### src/rtl/regfile_write_arbiter.sv
// regfile_write_arbiter
//   Shares the single RV32E register-file write port between two writeback
//   requesters. Port A (execute/ALU) is primary and port B (load/multicycle)
//   is secondary. At most one request is granted per cycle. The granted write
//   is registered onto rf_* and appears in the following cycle. A
//   combinational pending mask tells hazard logic which registers have a
//   write request waiting.
//
//   Optional feature (macro REGFILE_WR_ARB_FAIR_EN):
//     defined   - B takes priority after waiting STARVE_LIMIT consecutive
//                 eligible cycles.
//     undefined - strict priority. A always beats B.
//
// Ports
//   clk, rst              clock, asynchronous active-low reset
//   a_valid/a_ready       port A handshake; a_addr/a_data are the write target
//   b_valid/b_ready       port B handshake; b_addr/b_data are the write target
//   wr_stall              blocks every grant while high
//   rf_we/rf_addr/rf_data registered register-file write port
//   pending               bit i set while a valid request targets register i
//                         (bit 0 is always 0)
module regfile_write_arbiter #(
  parameter int ADDR_W       = 4,
  parameter int DATA_W       = 32,
  parameter int STARVE_LIMIT = 4
) (
  input  logic                   clk,
  input  logic                   rst,
  input  logic                   a_valid,
  output logic                   a_ready,
  input  logic [ADDR_W-1:0]      a_addr,
  input  logic [DATA_W-1:0]      a_data,
  input  logic                   b_valid,
  output logic                   b_ready,
  input  logic [ADDR_W-1:0]      b_addr,
  input  logic [DATA_W-1:0]      b_data,
  input  logic                   wr_stall,
  output logic                   rf_we,
  output logic [ADDR_W-1:0]      rf_addr,
  output logic [DATA_W-1:0]      rf_data,
  output logic [(1<<ADDR_W)-1:0] pending
);

  localparam int NREG = 1 << ADDR_W;

  if (STARVE_LIMIT < 1) begin : g_bad_limit
    $error("regfile_write_arbiter: STARVE_LIMIT must be >= 1");
  end

  // High when B has waited long enough to override A.
  logic b_starved;

`ifdef REGFILE_WR_ARB_FAIR_EN
  localparam int CNT_W = $clog2(STARVE_LIMIT + 1);
  localparam logic [CNT_W-1:0] CNT_MAX = CNT_W'(STARVE_LIMIT);

  logic [CNT_W-1:0] starve_cnt;

  assign b_starved = (starve_cnt == CNT_MAX);

  // Counts the cycles in which B was eligible but lost to A. Stalled cycles
  // do not count and do not clear the count.
  always_ff @(posedge clk or negedge rst) begin
    if (!rst)
      starve_cnt <= '0;
    else if (!b_valid || b_ready)
      starve_cnt <= '0;
    else if (!wr_stall && starve_cnt != CNT_MAX)
      starve_cnt <= starve_cnt + 1'b1;
  end
`else
  assign b_starved = 1'b0;
`endif

  // Grant depends only on inputs and the starvation state, never on rf_*.
  always_comb begin
    a_ready = 1'b0;
    b_ready = 1'b0;
    if (!wr_stall) begin
      if (b_valid && b_starved) b_ready = 1'b1;
      else if (a_valid)         a_ready = 1'b1;
      else if (b_valid)         b_ready = 1'b1;
    end
  end

  // Write port register. A write to x0 completes its handshake but is never
  // enabled; the address and data still load.
  always_ff @(posedge clk or negedge rst) begin
    if (!rst) begin
      rf_we   <= 1'b0;
      rf_addr <= '0;
      rf_data <= '0;
    end else if (a_ready) begin
      rf_we   <= (a_addr != '0);
      rf_addr <= a_addr;
      rf_data <= a_data;
    end else if (b_ready) begin
      rf_we   <= (b_addr != '0);
      rf_addr <= b_addr;
      rf_data <= b_data;
    end else begin
      rf_we   <= 1'b0;
    end
  end

  // Pending mask of waiting requests. The write already registered onto
  // rf_* is excluded because the register file commits it this cycle.
  assign pending[0] = 1'b0;
  for (genvar i = 1; i < NREG; i++) begin : g_pend
    assign pending[i] = (a_valid && a_addr == ADDR_W'(i)) ||
                        (b_valid && b_addr == ADDR_W'(i));
  end

endmodule

### config.mk
export PLATFORM = sky130hd
export DESIGN_NAME = regfile_write_arbiter
export DESIGN_NICKNAME = d
export VERILOG_FILES = /design/src/rtl/regfile_write_arbiter.sv
export SDC_FILE = /design/constraint.sdc
export NUM_CORES = 1
export LEC_CHECK = 0
export CORE_MARGIN = 2
export CORE_UTILIZATION = 33
export CTS_CLUSTER_SIZE = 10
export DETAILED_ROUTE_END_ITERATION = 16
export GPL_TIMING_DRIVEN = 0
export PLACE_DENSITY = 0.81
export SYNTH_ARGS = -nofsm -noshare
export SYNTH_HDL_FRONTEND = slang
export SYNTH_SLANG_ARGS = --single-unit
### constraint.sdc
create_clock -name clk -period 0.8 [get_ports clk]
set_clock_uncertainty 0.2 [all_clocks]
set_input_delay 0.08 -clock clk [delete_from_list [all_inputs] [get_ports clk]]
set_output_delay 0.08 -clock clk [all_outputs]
set_load 0.03 [all_outputs]
* Word level (Yosys, flattened, before mapping)
Index checks and enable logic that the tools add are counted.
** Cells by class
- Eq/ne operators :: 30
- Muxes and demuxes :: 11
- Reduce and logical (&&, ||, !) cells :: 48
** Operator list (count)
- $eq A4 B4 Y1 const B :: 16
- $mux W32 :: 2
- $eq A4 B3 Y1 const B :: 8
- $logic_and A1 B1 Y1 :: 30
- $eq A4 B2 Y1 const B :: 4
- $logic_or A1 B1 Y1 :: 15
- $eq A4 B1 Y1 const B :: 2
- $mux W4 :: 2
- $reduce_bool A4 Y1 :: 2
- $mux W1 :: 7
- $reduce_bool A2 Y1 :: 1
** Storage, ports and cells
- Register bits :: 37
- Bits of input ports :: 77
- Output and inout port bits :: 55

* Logic depth before layout (Yosys ltp)
Gate-level depths: netlist of the first run.
- Word-level depth :: 5
- Gate-level depth with buffers :: 6
- Mapped depth without buffers :: 3

* Least setup slack after synthesis of the first run
No wires, ideal clock.
- Kind :: in2out
- Start point :: input port b_addr[0]
- End point :: output port pending[5]
- Data arrival time :: 1232 ps
- Path slack :: -712 ps
- Stages :: 3
- Path buffers :: 1
- Path through :: clkbuf_1 > inv_1 > o32ai_1
** On the way
- Cells in the longest elaborated chain, start to end :: 3
** RTL lines
- from (decl) :: RTL line 35 : input logic [ADDR_W-1:0] b_addr,
- $eq A4 B3 Y1 :: RTL line 111 : (b_valid && b_addr == ADDR_W'(i));
- $logic_and A1 B1 Y1 :: RTL line 111
- $logic_or A1 B1 Y1 :: RTL line 110 : assign pending[i] = (a_valid && a_addr == ADDR_W'(i)) ||
- to (decl) :: RTL line 41 : output logic [(1<<ADDR_W)-1:0] pending
No other way between the ends.

* Worst setup path after layout of the first run
- Start point :: register rf_data[27]
- End point :: output port rf_data[27]
** RTL lines
- from (decl) :: RTL line 40 : output logic [DATA_W-1:0] rf_data,
- from (signal assigned) :: RTL line 96 : rf_data <= a_data;
- from (signal assigned) :: RTL line 100 : rf_data <= b_data;
No word-level cell between the ends.

==> impl_metrics.py, run 1 <==
metrics = {
    "clock_tree": {
        "cts_tree": "yes",
        "htreeDepth": 2,
        "cts_made_buffers": 5,
        "cts.sinks": 37,
        "cts_root_buf": "clkbuf_8",
        "cts_max_path_buffers": 2,
        "path_clk_slew_ns": 0.08,
        "insertion_delay_ns": 0.29,
    },
    "detailed_routing": {
        "drcViolationCount": 0,
        "routed_wl_mm": 10.9,
        "vias_per_cell": 5.73,
        "dr.pass1.iters": 4,
        "routedWlPerCell_microns": 22.7,
        "vias": 2762,
        "antenna_left": 0,
        "drt_iter0_drc": 158,
    },
    "global_routing": {
        "grt_pass1_wl_mm": 15.4,
        "grt_use_total": 0.300,
        "grt_use_met1": 0.362,
        "overflow": 0,
        "grt-busiest-layer": "met2",
        "grt_max_degree": 38,
        "grt_pass1_vias": 3023,
        "use_met3": 0.0522,
        "antenna_found_initial": 0,
        "use_met2": 0.534,
    },
    "logic_synthesis": {
        "synth_top_area_frac": 0.458,
        "yosysTopAreaCell": "dfrtp_1",
        "synth_ff_type": "dfrtp_1",
        "syn_avg_cell_area_sq_um": 9.40,
        "ys_ff_latch": 37,
        "synth_area_sq_mm": 0.00202,
        "syn_inst": 215,
        "ys_seq_area_frac": 0.458,
        "synth_nets": 292,
        "synth_cell_types": 18,
        "synth_edf_count": 0,
        "netlist_top_cells_area": "dfrtp_1 (46%), o32ai_1 (18%), o22ai_1 (15%)",
        "async_flop_share": 1.00,
        "yosysWarnings": 0,
    },
    "run": {
        "drv_cap": 0,
    },
    "power": {
        "vdd_drop_max_v": 0.00128,
        "p_leak_uw": 0.00202,
        "p_per_area_mw_per_mm2": 1510,
    },
    "place": {
        "portBuffers": 127,
        "gp_congestion": 0.766,
        "place_hpwl_mm": 5.68,
        "pre_cts_ws_ns": -1.68,
        "dpl_cell_area_sq_mm": 0.00381,
    },
    "sta": {
        "post-route-period-util": 1.46,
        "slew_viol_final": 0,
        "fin_ws_ns": -0.367,
        "rsz0062_at_grt": "true",
        "worstMarginPinSlew_ns": 0.544,
        "final_hold_viol_count": 42,
        "hold_slack_ns": -0.408,
        "slew_headroom": 0.637,
        "fmax_mhz": 857,
        "fin_tns_setup_ns": -26.21,
        "fin_crit_ns": 1.17,
        "finalSetupViolations": 91,
    },
    "critical_path": {
        "worstSetupPathType": "reg2out",
        "cp_num_buf_inv": 1,
        "cp-start-kind": "flip-flop",
        "path_delay_family": "flip-flops",
        "worstPathArrival_ns": 0.89,
        "cp_slowest_cell": "dfrtp_2",
        "critPathCaptureType": "primary output",
        "crit_path_max_fanout": 3,
        "path_cells": "buf_6",
        "crit_required_ns": 0.52,
        "slowest_delay_ns": 0.45,
    },
    "final_layout": {
        "num_antenna_cells": 0,
        "drive_above_1_share": 0.634,
        "final_cell_mix": "buf_6 (101), clkdlybuf4s50_1 (64), nor2_1 (35), dfrtp_1 (35), o32ai_2 (34)",
        "final_common_cell": "buf_6",
        "stdcell_area_sq_mm": 0.00521,
        "fin_nets": 484,
        "syn_to_final_growth_pct": 158,
    },
    "outcome": {
        "violations": "negative hold slack, negative setup slack",
        "outcome": "complete, but fails checks",
    },
    "die": {
        "die-area_sq_mm": 0.00677,
        "start_util": 0.342,
        "floorplan.rows": 28,
        "io_pins": 132,
        "die_h_microns": 82.3,
        "core_sq_mm": 0.00592,
        "fp.dieW_microns": 82.3,
    },
    "worst_hold_path": {
        "hold_path.class": "in2async",
    },
}
[stage by stage]
step / instances / power (uW) / util
after CTS: 478 / 7520 / 0.845
after global routing: 482 / 8140 / 0.881
final: 482 / 7880 / 0.881
after detailed placement: 417 / 5070 / 0.644
after global placement: 417 / 5020 / 0.645
after floorplan: 215 / 3820 / -
[cell type report]
cell class	count	area, sq um
Inverter	4	33.8
Tap cell	75	93.8
Timing Repair Buffer	186	2020
Sequential cell	37	928
Buffer	22	265
Fill cell	248	707
Multi-Input combinational cell	151	1790
Clock buffer	7	86.3
[synth_stat cells, types with 2 or more instances]
| cell | number |
|---|---|
| o22ai_1 | 47 |
| dfrtp_1 | 37 |
| nand2_1 | 6 |
| nand2b_1 | 5 |
| o32ai_1 | 41 |
| inv_1 | 3 |
| clkbuf_1 | 10 |
| nand3_1 | 4 |
| nor2_1 | 38 |
| nor3_1 | 2 |
| buf_6 | 7 |
| nand3b_1 | 4 |
| buf_2 | 5 |
| or2_2 | 2 |
[flip-flops by register name, summed over array words and instances (netlist names)]
| name | flops |
|---|---|
| rf_addr | 4 |
| rf_we | 1 |
| rf_data | 32 |
[logic make-up (layout without fill, tap and decap cells)]
kind of cell    after synthesis  after routing  share of synthesized area
compound gates               88             88                      0.323
buf+inv                      27            219                     0.0811
flops                        37             37                      0.458
other cells                   1              1                    0.00185
simple gates                 62             62                      0.136
[where the power goes]
part	total (uW)	internal [uW]	switching (uW)
combinational	4050	2120	1930
sequential	2440	2150	290
clock	1390	686	707
[what timing repair did]
| item | 4_1_cts | 5_1_grt |
|---|---|---|
| setup endpoints to repair | 91 | 128 |
| gates cloned | 1 | 0 |
| hold endpoints to repair | 42 | 42 |
| resized for setup | 556 | 40 |
| buffers inserted | 53 | 5 |
| pin swaps | 43 | 14 |
[per-layer routing]
metal | vias up | share of wire
li1 | 1233 | -
met1 | 1380 | 0.38
met2 | 121 | 0.53
met3 | 28 | 0.063
met4 | 0 | 0.031
met5 | - | 0
[path summary, 6_finish.rpt]
path | from | depth (start not counted) | slack [ns] | endpoint
worst min register to register | rf_data[13]$_DFFE_PN0P_ | 2 | 0.43 | rf_data[13]$_DFFE_PN0P_
max in group asynchronous | rst | 1 | 0.41 | rf_data[17]$_DFFE_PN0P_
worst min-delay path | rst | 1 | -0.41 | rf_data[27]$_DFFE_PN0P_
min in group clk | a_addr[2] | 3 | -0.13 | rf_addr[2]$_DFFE_PN0P_
worst max register to register | rf_data[2]$_DFFE_PN0P_ | 3 | -0.31 | rf_data[2]$_DFFE_PN0P_
worst max-delay path | rf_data[27]$_DFFE_PN0P_ | 1 | -0.37 | rf_data[27]
Power figures use the tool's default switching activity.
==> run 2: changes to the inputs <==
ABC_CLOCK_PERIOD_IN_PS = 800   (was default)
==> results of run 2 <==
Same layout as run 1: the final DEF is identical, and so are final timing and power.
==> run 3: changes to the inputs <==
PLACE_DENSITY = 0.87   (was 0.81)
==> impl_metrics.py, run 3 (synthesized netlist as in run 1, its figures left out) <==
metrics = {
    "outcome": {
        "outcome": "complete, but fails checks",
        "violations": "negative hold slack, negative setup slack",
    },
    "clock_tree": {
        "cts_max_path_buffers": 2,
        "insertion_delay_ns": 0.31,
        "cts_root_buf": "clkbuf_8",
        "cts_tree": "yes",
        "cts.sinks": 37,
        "cts_made_buffers": 5,
        "htreeDepth": 2,
        "path_clk_slew_ns": 0.09,
    },
    "critical_path": {
        "regToRegSetupSlack_ns": -0.44,
        "worstPathArrival_ns": 1.22,
        "r2r-end": "rf_addr[1]$_DFFE_PN0P_",
        "crit_required_ns": 0.78,
        "rr_startpoint": "rf_addr[1]$_DFFE_PN0P_",
        "reg2reg_depth": 2,
        "critPathCaptureType": "flip-flop",
        "worstSetupPathType": "reg2reg",
        "cp-start-kind": "flip-flop",
        "crit_path_max_fanout": 3,
    },
    "place": {
        "portBuffers": 127,
        "dp.cells": 417,
        "gp_congestion": 0.793,
        "place_hpwl_mm": 5.90,
        "pre_cts_ws_ns": -1.73,
    },
    "sta": {
        "fin_ws_ns": -0.435,
        "fin_crit_ns": 1.24,
        "slew_headroom": 0.618,
        "post-route-period-util": 1.54,
        "slew_viol_final": 0,
        "fmax_mhz": 810,
        "worstMarginPinSlew_ns": 0.573,
        "hold_slack_ns": -0.430,
        "finalSetupViolations": 91,
        "rsz0062_at_grt": "true",
        "final_hold_viol_count": 43,
        "fin_tns_setup_ns": -31.13,
    },
    "detailed_routing": {
        "routed_wl_mm": 15.3,
        "dr.pass1.iters": 5,
        "vias": 3221,
        "antenna_left": 0,
        "drt_iter0_drc": 221,
        "routedWlPerCell_microns": 31.3,
        "vias_per_cell": 6.60,
        "drcViolationCount": 0,
    },
    "die": {
        "fp.dieW_microns": 82.3,
        "die-area_sq_mm": 0.00677,
        "die_h_microns": 82.3,
        "io_pins": 132,
        "floorplan.rows": 28,
        "core_sq_mm": 0.00592,
        "start_util": 0.342,
    },
    "power": {
        "p_leak_uw": 0.00210,
        "p_per_area_mw_per_mm2": 1530,
        "vdd_drop_max_v": 0.00121,
    },
    "global_routing": {
        "grt_pass1_vias": 3258,
        "grt_pass1_wl_mm": 17.3,
        "grt_use_total": 0.347,
        "antenna_found_initial": 0,
        "overflow": 0,
        "grt_max_degree": 38,
    },
    "final_layout": {
        "instances_no_fill": 488,
        "largest_register_ffs": 32,
        "top_register": "rf_data",
        "drive_above_1_share": 0.646,
        "multi_input_area_sq_mm": 0.00209,
        "syn_to_final_growth_pct": 177,
        "fin_nets": 489,
        "final_common_cell": "buf_6",
        "final_cell_mix": "buf_6 (97), clkdlybuf4s50_1 (64), dfrtp_1 (35)",
        "nFillCells": 136,
        "reg_top3": "rf_data x32, rf_addr x4, rf_we x1",
        "num_antenna_cells": 0,
        "seqCellArea_sq_um": 928,
    },
    "run": {
        "drv_cap": 0,
    },
    "worst_hold_path": {
        "hold_path.class": "in2async",
    },
}
[run 3: changes by cell type in the layout (fill, tap and decap cells not counted), moves of 5 or more]
cell / before / now
o32ai_2: 34 / 15
nor2_1: 35 / 30
o22ai_4: 15 / 20
o22ai_2: 30 / 24
nor2_2: 2 / 7
o32ai_4: 4 / 25
[run 3: worst max-delay path by stage]
stage | start | slack [ns] | end | depth (start not counted)
floorplan | a_valid | -0.35 | rf_addr[0]$_DFFE_PN0P_ | 6
global placement | b_valid | -1.66 | pending[5] | 4
detailed placement | b_valid | -1.73 | pending[5] | 4
CTS | b_addr[3] | -0.36 | pending[5] | 5
global route | b_addr[3] | -0.46 | pending[4] | 5
finish | rf_addr[1]$_DFFE_PN0P_ | -0.44 | rf_addr[1]$_DFFE_PN0P_ | 2
[run 3: cell type report]
cell class,instances,area share
Timing Repair Buffer,190,0.378
Multi-Input combinational cell,151,0.372
Sequential cell,37,0.166
Buffer,23,0.0486
Tap cell,75,0.0167
Clock buffer,8,0.0143
Inverter,4,0.00469
[run 3: critical path: stages (launching register included)]
cell and delay (ns):
dfrtp_1 0.44, o22ai_1 0.37, nor2_2 0.10
[run 3: repair_timing]
item,in CTS,in global routing
resized for setup,565,65
setup endpoints to repair,91,122
setup buffers,50,9
hold endpoints to repair,42,42
pin swaps,65,41
gates cloned,5,0
[run 3: routing by layer]
metal | GRT usage | share of wire | vias to the layer above
met5 | 0 | 0 | -
met1 | 0.379 | 0.33 | 1594
met3 | 0.0826 | 0.082 | 91
li1 | - | - | 1258
met2 | 0.624 | 0.52 | 278
met4 | 0.172 | 0.073 | 0
[run 3: power breakdown]
group	leakage, uW	switching [uW]	internal, uW
combinational	0.00164	2320	2310
clock	0.0000395	823	623
sequential	0.000416	338	2150
[run 3: per-stage QoR]
| stage | cell area [sq um] | util | power [uW] |
|---|---|---|---|
| 6_report | 5610 | 0.947 | 8560 |
| 5_1_grt | 5610 | 0.947 | 8750 |
| 4_1_cts | 5110 | 0.862 | 7520 |
| 3_5_place_dp | 3810 | 0.644 | 5080 |
| 3_3_place_gp | 3820 | 0.645 | 5010 |
| 2_1_floorplan | 2450 | - | 3820 |
